### src/rtl/alu_arb_pkg.sv
// Shared constants, FSM encoding and helpers for the ALU issue arbiter.
package alu_arb_pkg;
  localparam int DATA_W  = 16;
  localparam int CTRL_W  = 3;
  localparam int MAX_REQ = 8;

  typedef enum logic [1:0] {
    IDLE = 2'd0,
    EXEC = 2'd1,
    RESP = 2'd2
  } arb_state_t;

  // Binary index of the set bit of a one-hot vector (highest set bit wins otherwise).
  function automatic logic [2:0] onehot_to_idx(input logic [MAX_REQ-1:0] oh);
    logic [2:0] idx;
    idx = 3'd0;
    for (int i = 0; i < MAX_REQ; i++)
      if (oh[i]) idx = 3'(i);
    return idx;
  endfunction
endpackage

### src/rtl/rr_arbiter.sv
// Combinational round-robin arbiter: first request at or above ptr, wrapping.
module rr_arbiter
  import alu_arb_pkg::*;
#(
  parameter int NREQ  = 2,
  parameter int IDX_W = (NREQ > 1) ? $clog2(NREQ) : 1
) (
  input  logic [NREQ-1:0]  req,
  input  logic [IDX_W-1:0] ptr,
  input  logic             enable,
  output logic [NREQ-1:0]  grant,
  output logic [IDX_W-1:0] idx
);
  logic [MAX_REQ-1:0] grant_pad;

  always_comb begin
    logic found;
    int   cand;
    grant = '0;
    found = 1'b0;
    cand  = 0;
    for (int k = 0; k < NREQ; k++) begin
      cand = int'(ptr) + k;
      if (cand >= NREQ) cand = cand - NREQ;
      for (int i = 0; i < NREQ; i++) begin
        if (enable && !found && req[i] && (i == cand)) begin
          grant[i] = 1'b1;
          found    = 1'b1;
        end
      end
    end
  end

  for (genvar gi = 0; gi < MAX_REQ; gi++) begin : g_pad
    if (gi < NREQ) begin : g_live
      assign grant_pad[gi] = grant[gi];
    end else begin : g_tie
      assign grant_pad[gi] = 1'b0;
    end
  end

  assign idx = IDX_W'(onehot_to_idx(grant_pad));
endmodule

### src/rtl/alu_issue_arbiter.sv
// Shares one ALU between NREQ valid/ready requesters, round-robin, one op in flight.
module alu_issue_arbiter
  import alu_arb_pkg::*;
#(
  parameter int NREQ    = 2,
  parameter int DATA_W  = alu_arb_pkg::DATA_W,
  parameter int CTRL_W  = alu_arb_pkg::CTRL_W,
  parameter int ALU_LAT = 1,
  parameter int CNT_W   = 16
) (
  input  logic                     clk,
  input  logic                     reset,
  input  logic [NREQ-1:0]          req_valid,
  output logic [NREQ-1:0]          req_ready,
  input  logic [NREQ*DATA_W-1:0]   req_a,
  input  logic [NREQ*DATA_W-1:0]   req_b,
  input  logic [NREQ*CTRL_W-1:0]   req_ctrl,
  output logic [NREQ-1:0]          rsp_valid,
  input  logic [NREQ-1:0]          rsp_ready,
  output logic [DATA_W-1:0]        rsp_r,
  output logic                     rsp_zero,
  output logic [DATA_W-1:0]        alu_a,
  output logic [DATA_W-1:0]        alu_b,
  output logic [CTRL_W-1:0]        alu_ctrl,
  input  logic [DATA_W-1:0]        alu_r,
  input  logic                     alu_zero,
  output logic                     busy,
  output logic [CNT_W-1:0]         ops_done
);
  localparam int IDX_W = (NREQ > 1) ? $clog2(NREQ) : 1;
  localparam int LAT_W = (ALU_LAT > 0) ? $clog2(ALU_LAT + 1) : 1;

  arb_state_t        state_reg;
  logic [IDX_W-1:0]  ptr_reg;
  logic [IDX_W-1:0]  owner_reg;
  logic [LAT_W-1:0]  lat_cnt_reg;
  logic [NREQ-1:0]   rsp_valid_reg;
  logic [DATA_W-1:0] rsp_r_reg;
  logic              rsp_zero_reg;
  logic [DATA_W-1:0] alu_a_reg;
  logic [DATA_W-1:0] alu_b_reg;
  logic [CTRL_W-1:0] alu_ctrl_reg;
  logic [CNT_W-1:0]  ops_done_reg;

  logic [NREQ-1:0]   grant;
  logic [IDX_W-1:0]  grant_idx;
  logic              arb_enable;
  logic              accept;
  logic              rsp_fire;

  logic [DATA_W-1:0] a_slice [NREQ];
  logic [DATA_W-1:0] b_slice [NREQ];
  logic [CTRL_W-1:0] c_slice [NREQ];

  for (genvar gi = 0; gi < NREQ; gi++) begin : g_slice
    assign a_slice[gi] = req_a[gi*DATA_W +: DATA_W];
    assign b_slice[gi] = req_b[gi*DATA_W +: DATA_W];
    assign c_slice[gi] = req_ctrl[gi*CTRL_W +: CTRL_W];
  end

  // Grants are only offered in IDLE and never while reset is held.
  assign arb_enable = (state_reg == IDLE) && !reset;

  rr_arbiter #(
    .NREQ  (NREQ),
    .IDX_W (IDX_W)
  ) u_rr (
    .req    (req_valid),
    .ptr    (ptr_reg),
    .enable (arb_enable),
    .grant  (grant),
    .idx    (grant_idx)
  );

  assign accept   = |grant;
  assign rsp_fire = rsp_ready[owner_reg];

  always_ff @(posedge clk or posedge reset) begin
    if (reset) begin
      state_reg     <= IDLE;
      ptr_reg       <= '0;
      owner_reg     <= '0;
      lat_cnt_reg   <= '0;
      rsp_valid_reg <= '0;
      rsp_r_reg     <= '0;
      rsp_zero_reg  <= 1'b0;
      alu_a_reg     <= '0;
      alu_b_reg     <= '0;
      alu_ctrl_reg  <= '0;
      ops_done_reg  <= '0;
    end else begin
      case (state_reg)
        IDLE: begin
          if (accept) begin
            alu_a_reg    <= a_slice[grant_idx];
            alu_b_reg    <= b_slice[grant_idx];
            alu_ctrl_reg <= c_slice[grant_idx];
            owner_reg    <= grant_idx;
            ptr_reg      <= (grant_idx == IDX_W'(NREQ - 1)) ? '0 : grant_idx + IDX_W'(1);
            lat_cnt_reg  <= LAT_W'(ALU_LAT);
            state_reg    <= EXEC;
          end
        end
        EXEC: begin
          if (lat_cnt_reg == '0) begin
            rsp_r_reg     <= alu_r;
            rsp_zero_reg  <= alu_zero;
            rsp_valid_reg <= NREQ'(1) << owner_reg;
            state_reg     <= RESP;
          end else begin
            lat_cnt_reg <= lat_cnt_reg - LAT_W'(1);
          end
        end
        RESP: begin
          if (rsp_fire) begin
            rsp_valid_reg <= '0;
            ops_done_reg  <= ops_done_reg + CNT_W'(1);
            state_reg     <= IDLE;
          end
        end
        default: state_reg <= IDLE;
      endcase
    end
  end

  assign req_ready = grant;
  assign rsp_valid = rsp_valid_reg;
  assign rsp_r     = rsp_r_reg;
  assign rsp_zero  = rsp_zero_reg;
  assign alu_a     = alu_a_reg;
  assign alu_b     = alu_b_reg;
  assign alu_ctrl  = alu_ctrl_reg;
  assign busy      = (state_reg != IDLE);
  assign ops_done  = ops_done_reg;
endmodule

### config.mk
export PLATFORM = sky130hd
export DESIGN_NAME = alu_issue_arbiter
export DESIGN_NICKNAME = d
export VERILOG_FILES = /design/src/rtl/alu_arb_pkg.sv /design/src/rtl/rr_arbiter.sv /design/src/rtl/alu_issue_arbiter.sv
export SDC_FILE = /design/constraint.sdc
export NUM_CORES = 1
export LEC_CHECK = 0
export CORE_AREA = 3 3 98 100
export CTS_CLUSTER_DIAMETER = 40
export DETAILED_ROUTE_END_ITERATION = 7
export DIE_AREA = 0 0 101 103
export PLACE_DENSITY = 0.76
export SLEW_MARGIN = 20
export SYNTH_ARGS = -nofsm -noshare
export SYNTH_HDL_FRONTEND = slang
export SYNTH_SLANG_ARGS = --single-unit
export TNS_END_PERCENT = 10
### constraint.sdc
create_clock -name clk -period 2 [get_ports clk]
set_input_delay 0.2 -clock clk [delete_from_list [all_inputs] [get_ports clk]]
set_output_delay 0.2 -clock clk [all_outputs]
set_load 0.01 [all_outputs]
=== Word-level counts from Yosys, hierarchy flattened ===
Index checks and enable logic that the tools add are counted.

* Register bits: 75
* Latch bits: 0
* Memory bits (writable): 0
* ROM bits: 0
* Input bits: 93
* Output and inout bits: 73
* Word-level logic and storage cells: 90
* Memories: 0

* Add/subtract/negate cells: 6
* Multipliers: 0
* Divide/modulo/power cells: 0
* Order comparisons: 4
* Eq/ne operators: 7
* Shift-type cells: 1
* Mux-type cells: 30
* Bitwise logic cells: 2
* Reduce and logical (&&, ||, !) cells: 29

{| class="wikitable"
|+ Operator list
! kind !! count
|-
| $mux 16 || 6
|-
| $eq 2x32->1 const A || 2
|-
| $logic_not 32->1 || 2
|-
| $mux 32 || 2
|-
| $ge 32x3->1 const B || 1
|-
| $sub 32x3->32 const B || 1
|-
| $add 16x1->16 const B || 1
|-
| $logic_and 1x1->1 || 12
|-
| $mux 1 || 12
|-
| $mux 3 || 3
|-
| $mux 2 || 4
|-
| $reduce_and 2->1 || 4
|-
| $ne 2x2->1 const B || 3
|-
| $pmux 2 s3 || 1
|-
| $reduce_and 3->1 || 2
|-
| $reduce_bool 2->1 || 3
|-
| $logic_not 1->1 || 4
|-
| $pmux 2 s2 || 1
|-
| $sub 1x2->3 const B || 1
|-
| $add 1x1->2 const B || 1
|-
| $eq 2x1->1 const B || 1
|-
| $eq 2x2->1 const B || 1
|-
| $ge 1x2->1 const B || 1
|-
| $ge 2x2->1 const B || 1
|-
| other kinds (9) || 9
|}

=== Logic depth before layout (Yosys ltp) ===
* Word-level depth: 25
* Depth in mapped cells: 6

=== Hierarchy ===
From an unflattened synthesis, not the netlist that was laid out.

* Cell total of the unflattened synthesis: 322
* Area, all modules: 3344.5 µm²

{| class="wikitable"
|+ By module, submodules not included
! module !! instances !! cells an instance !! area each (µm²) !! seq. area each (µm²)
|-
| alu_issue_arbiter || 1 || 316 || 3315.7 || 1876.8
|-
| rr_arbiter || 1 || 6 || 28.8 || 0.0
|}

=== Least setup slack after synthesis ===
Ideal clock, no wire load.

* Kind: flip-flop to flip-flop
* Start: reg state_reg[1]
* End: reg alu_a_reg[6] (netlist: alu_a[6])
* Setup time: 0.066 ns
* Arrival time: 1.488 ns
* Required time: 1.934 ns
* Path slack: 0.446 ns
* Cell stages (with the launch flop): 7
* Period minus slack after synthesis: 1.554 ns
* Cells stage by stage: dfrtp_1 > or2_1 > a2111oi_4 > buf_4 > buf_4 > a22oi_1 > nand2_1

* Cells in the longest elaborated chain, start to end: 25
* Elaborated cells between the ends (all ways): 29

{| class="wikitable"
|+ Ends and longest elaborated chain
! what !! line !! RTL
|-
| start, declared || alu_issue_arbiter.sv:33 || <nowiki>arb_state_t state_reg;</nowiki>
|-
| start signal, assigned || alu_issue_arbiter.sv:80 || <nowiki>state_reg <= IDLE;</nowiki>
|-
| start signal, assigned || alu_issue_arbiter.sv:101 || <nowiki>state_reg <= EXEC;</nowiki>
|-
| start signal, assigned || alu_issue_arbiter.sv:109 || <nowiki>state_reg <= RESP;</nowiki>
|-
| $logic_not 2->1 (*) || alu_issue_arbiter.sv:62, alu_issue_arbiter.sv:92 ||
|-
| $logic_and 1x1->1 || alu_issue_arbiter.sv:62 || <nowiki>assign arb_enable = (state_reg == IDLE) && !reset;</nowiki>
|-
| $logic_and 1x1->1 (2 in a row) || rr_arbiter.sv:26 || <nowiki>if (enable && !found && req[i] && (i == cand)) begin</nowiki>
|-
| $mux 1 || rr_arbiter.sv:26 ||
|-
| $logic_not 1->1 || rr_arbiter.sv:26 ||
|-
| $logic_and 1x1->1 (3 in a row) || rr_arbiter.sv:26 ||
|-
| $mux 1 || rr_arbiter.sv:26 ||
|-
| $logic_not 1->1 || rr_arbiter.sv:26 ||
|-
| $logic_and 1x1->1 (3 in a row) || rr_arbiter.sv:26 ||
|-
| $mux 1 || rr_arbiter.sv:26 ||
|-
| $logic_not 1->1 || rr_arbiter.sv:26 ||
|-
| $logic_and 1x1->1 (3 in a row) || rr_arbiter.sv:26 ||
|-
| $mux 1 || rr_arbiter.sv:26 ||
|-
| $mux 1 || alu_arb_pkg.sv:18 || <nowiki>if (oh[i]) idx = 3'(i);</nowiki>
|-
| $not 1->2 (not written as such) || alu_issue_arbiter.sv:95 || <nowiki>alu_a_reg <= a_slice[grant_idx];</nowiki>
|-
| $mux 16 (not written as such) (3 in a row) || alu_issue_arbiter.sv:95 ||
|-
| end signal, assigned || alu_issue_arbiter.sv:95 ||
|-
| end, declared || alu_issue_arbiter.sv:40 || <nowiki>logic [DATA_W-1:0] alu_a_reg;</nowiki>
|}

Mark *: on every way between the ends. The rest lies on a longest branch, timed or not. The select of a mux whose other input is x is not followed.
A chain may end at the register's enable or synchronous reset.

=== Worst setup path after layout ===
* Start: reg state_reg[1]
* End: out req_ready[1]

* Cells in the longest elaborated chain, start to end: 20
* Elaborated cells between the ends (all ways): 21

{| class="wikitable"
|+ Ends and longest elaborated chain
! what !! line !! RTL
|-
| $logic_not 2->1 (*) || alu_issue_arbiter.sv:62 ||
|-
| $logic_and 1x1->1 (*) || alu_issue_arbiter.sv:62 ||
|-
| $logic_and 1x1->1 (2 in a row) || rr_arbiter.sv:26 ||
|-
| $mux 1 || rr_arbiter.sv:26 ||
|-
| $logic_not 1->1 || rr_arbiter.sv:26 ||
|-
| $logic_and 1x1->1 (3 in a row) || rr_arbiter.sv:26 ||
|-
| $mux 1 || rr_arbiter.sv:26 ||
|-
| $logic_not 1->1 || rr_arbiter.sv:26 ||
|-
| $logic_and 1x1->1 (3 in a row) || rr_arbiter.sv:26 ||
|-
| $mux 1 || rr_arbiter.sv:26 ||
|-
| $logic_not 1->1 || rr_arbiter.sv:26 ||
|-
| $logic_and 1x1->1 (3 in a row) || rr_arbiter.sv:26 ||
|-
| $mux 1 (*) || rr_arbiter.sv:26 ||
|-
| end, declared || alu_issue_arbiter.sv:14 || <nowiki>output logic [NREQ-1:0] req_ready,</nowiki>
|}

Mark *: on every way between the ends. The rest lies on a longest branch, timed or not.

==> flow_summary.yaml <==
synth:
  synth.most_common_cell: "nand2_1"
  netlist_area_um2: 3164
  ys_types: 33
  yosys.area.top_type: "dfrtp_1"
  synth_ff_type: "dfrtp_1"
  synth_edf_count: 0
  ys_async_sr_fraction_pct: 100.0
  syn_nets: 412
  muxShareOfSynthArea_pct: 0.7908
  synth_xor_area_share_pct: 4.152
  synth_top_cells_by_area: "dfrtp_1 59%, nand2_1 16%, a22oi_1 8.3%"
  synth_compound_area_share_pct: 10.60
  synth_top_family_by_area: "simple AND/OR/NAND/NOR gates"
  synth_cells: 318
  synth_seq_cells: 75
  synth-seq-area-share_pct: 59.31
  yosys.area_share.adder_pct: 0.3954
  syn_avg_cell_area_um2: 9.951
  synth_warnings: 0
  yosys.area_share.simple_pct: 21.79
  synth_common_cells: "134 x nand2_1, 75 x dfrtp_1, 35 x a22oi_1"
  yosysTopAreaCellShare_pct: 59.31
power:
  p_switching_mw: 2.339
  p_leak_nw: 2.372
  swShare_pct: 34.19
  p_comb_share_pct: 44.1
  total_power_mw: 6.841
  clock_power_share_pct: 19.2
  pwr-share-seq_pct: 36.7
  ir_drop_mv: 0.5172
  power_density_nw_per_um2: 1307
  p_int_mw: 4.502
cts:
  cts_buffer_depth: 2
  htreeDepth: 3
  cts_root_buffer: "clkbuf_8"
  clock_sinks: 75
  tritoncts: "built"
  clk_pin_slew_worst_paths_ns: 0.09
  holdBufCountCts: 0
  cts_buffers: 9
  cts-resized-gates: 5
  postCtsSetupBuffers: 0
  insertion_delay_ns: 0.34
floorplan:
  pin_count: 166
  dieArea_um2: 10400
  die_h_um: 103
  coreArea_um2: 8763
  rows: 34
  die_w_um: 101
  start_util_pct: 36.11
global_routing:
  grt_first_pass_wirelength_mm: 13.51
  grt_pass1_vias: 2793
  grt_start_max_net_pins: 45
  antenna_found_initial: 0
  grt_use_total_pct: 16.33
  overflow: 0
final_layout:
  nets: 585
  fin_area_um2: 5233
  drive_gt1_share_pct: 8.065
  syn2layout_area_growth_pct: 65.36
  insertedDiodeCount: 0
placement:
  port-buffer-count: 165
  place_area_um2: 4999
  dpl.hpwl_mm: 6.593
  gp_congestion: 0.7833
drt:
  wl_mm: 8.656
  ant_nets: 0
  routed_via_density: 4.743
  wl_per_cell_um: 14.33
  top_layer: "met4"
  drc: 0
  m1WireLength_mm: 3.471
  vias: 2865
  dr.pass1.iters: 4
  met2_wirelength_mm: 4.300
  wl_met3_um: 841
  drt_iter0_drc: 65
sta:
  slew_headroom_pct: 63.19
  max_freq_mhz: 531.9
  fin_skew_ns: 0.01118
  tightest_slew_ns: 0.5414
  rsz0062_at_grt: "false"
  period_share_pct: 94.00
  timing.final.max_slew_violations: 0
  hold_viol_final: 0
  finalSetupViolCount: 0
  min_period_ns: 1.880
critical_path:
  cp_slowest_cell: "dfrtp_1"
  cp_max_fo: 2
  crit_type: "reg -> out"
  crit_required_ns: 1.80
  crit_path_end_kind: "output port"
  cp_cell_sequence: "or2_1 > a2111oi_4 > dlygate4sd2_1"
  start_kind: "flop"
  crit-reg2reg-launch: "state_reg[1]"
  critPathTopFamily: "flip-flops"
  crit_path_max_incr_delay_ns: 0.39
  cp-startpoint: "state_reg[1]"
  critPathArrivalTime_ns: 1.68
  path_buf_inv: 1
flow_run:
  cap_violations: 0
hold_path:
  hp-class: "in -> reg"
  hold_start: "alu_r[3]"
status:
  status: "completed"
[per-stage QoR]
step / setup TNS (ns) / util [%] / setup slack (ns) / cells / hold WS (ns)
2_1_floorplan: 0 / - / 0.4459 / 318 / 0.3054
4_1_cts: 0 / 59.71 / 0.08988 / 604 / 0.3649
3_5_place_dp: -0.008783 / 57.04 / -0.008783 / 588 / 0.4619
3_3_place_gp: 0 / 57.04 / 0.05480 / 588 / 0.4572
6_report: 0 / 59.71 / 0.1201 / 604 / 0.3735
5_1_grt: 0 / 59.71 / 0.06994 / 604 / 0.3739
[worst min-delay path: cells and delay by family]
family                 cells  cell delay, ns
AND/OR/NAND/NOR            2            0.09
buffers and inverters      1            0.39
[cell usage in the layout (no fill, tap or decap), types with 5 or more instances in the layout]
master and count:
clkdlybuf4s50_1 163, nand2_1 134, dfrtp_1 75, a22oi_1 35
xnor2_1 10, clkbuf_8 10, buf_4 10, nand3_1 7
xor2_1 5
[power by group through the flow]
| stage | clock network (mW) | registers, mW | logic (mW) |
|---|---|---|---|
| finish | 1.31 | 2.51 | 3.02 |
| global route | 1.42 | 2.60 | 3.31 |
| CTS | 1.34 | 2.52 | 3.08 |
| detailed placement | 0 | 2.53 | 3.06 |
| global placement | 0 | 2.51 | 2.99 |
| floorplan | 0 | 2.78 | 1.05 |
[layout make-up]
| cell class | count | area (um^2) |
|---|---|---|
| timing repair buffer | 177 | 1764 |
| clock buffer | 10 | 137.6 |
| sequential | 75 | 1877 |
| tap | 108 | 135.1 |
| multi-input combinational | 223 | 1207 |
| inverter | 5 | 22.52 |
| fill | 751 | 3531 |
| clock inverter | 6 | 88.84 |
[cells by family after synthesis]
group | Yosys count
AND/OR/NAND/NOR | 162
flip-flops | 75
AO/OA/AOI/OAI | 43
buffers and inverters | 20
XOR/XNOR | 15
multiplexers | 2
adder cells (fa/ha/maj) | 1
[worst paths after layout]
| kind | to | slack (ns) | cells after the start |
|---|---|---|---|
| min in group asynchronous | alu_b[8] | 0.48 | 4 |
| worst max register to register | alu_a[13] | 0.24 | 5 |
| worst min-delay path | rsp_r[3] | 0.37 | 3 |
| worst min register to register | alu_a[1] | 0.48 | 2 |
| worst max-delay path | req_ready[1] | 0.12 | 3 |
| max in group asynchronous | alu_a[5] | 1.16 | 4 |
[per-layer routing]
| metal | track usage [%] | vias up |
|---|---|---|
| li1 | - | 1407 |
| met2 | 27.80 | 116 |
| met4 | 2.761 | 0 |
| met5 | 0 | - |
| met1 | 20.10 | 1337 |
| met3 | 6.360 | 5 |
Power figures use the tool's default switching activity.
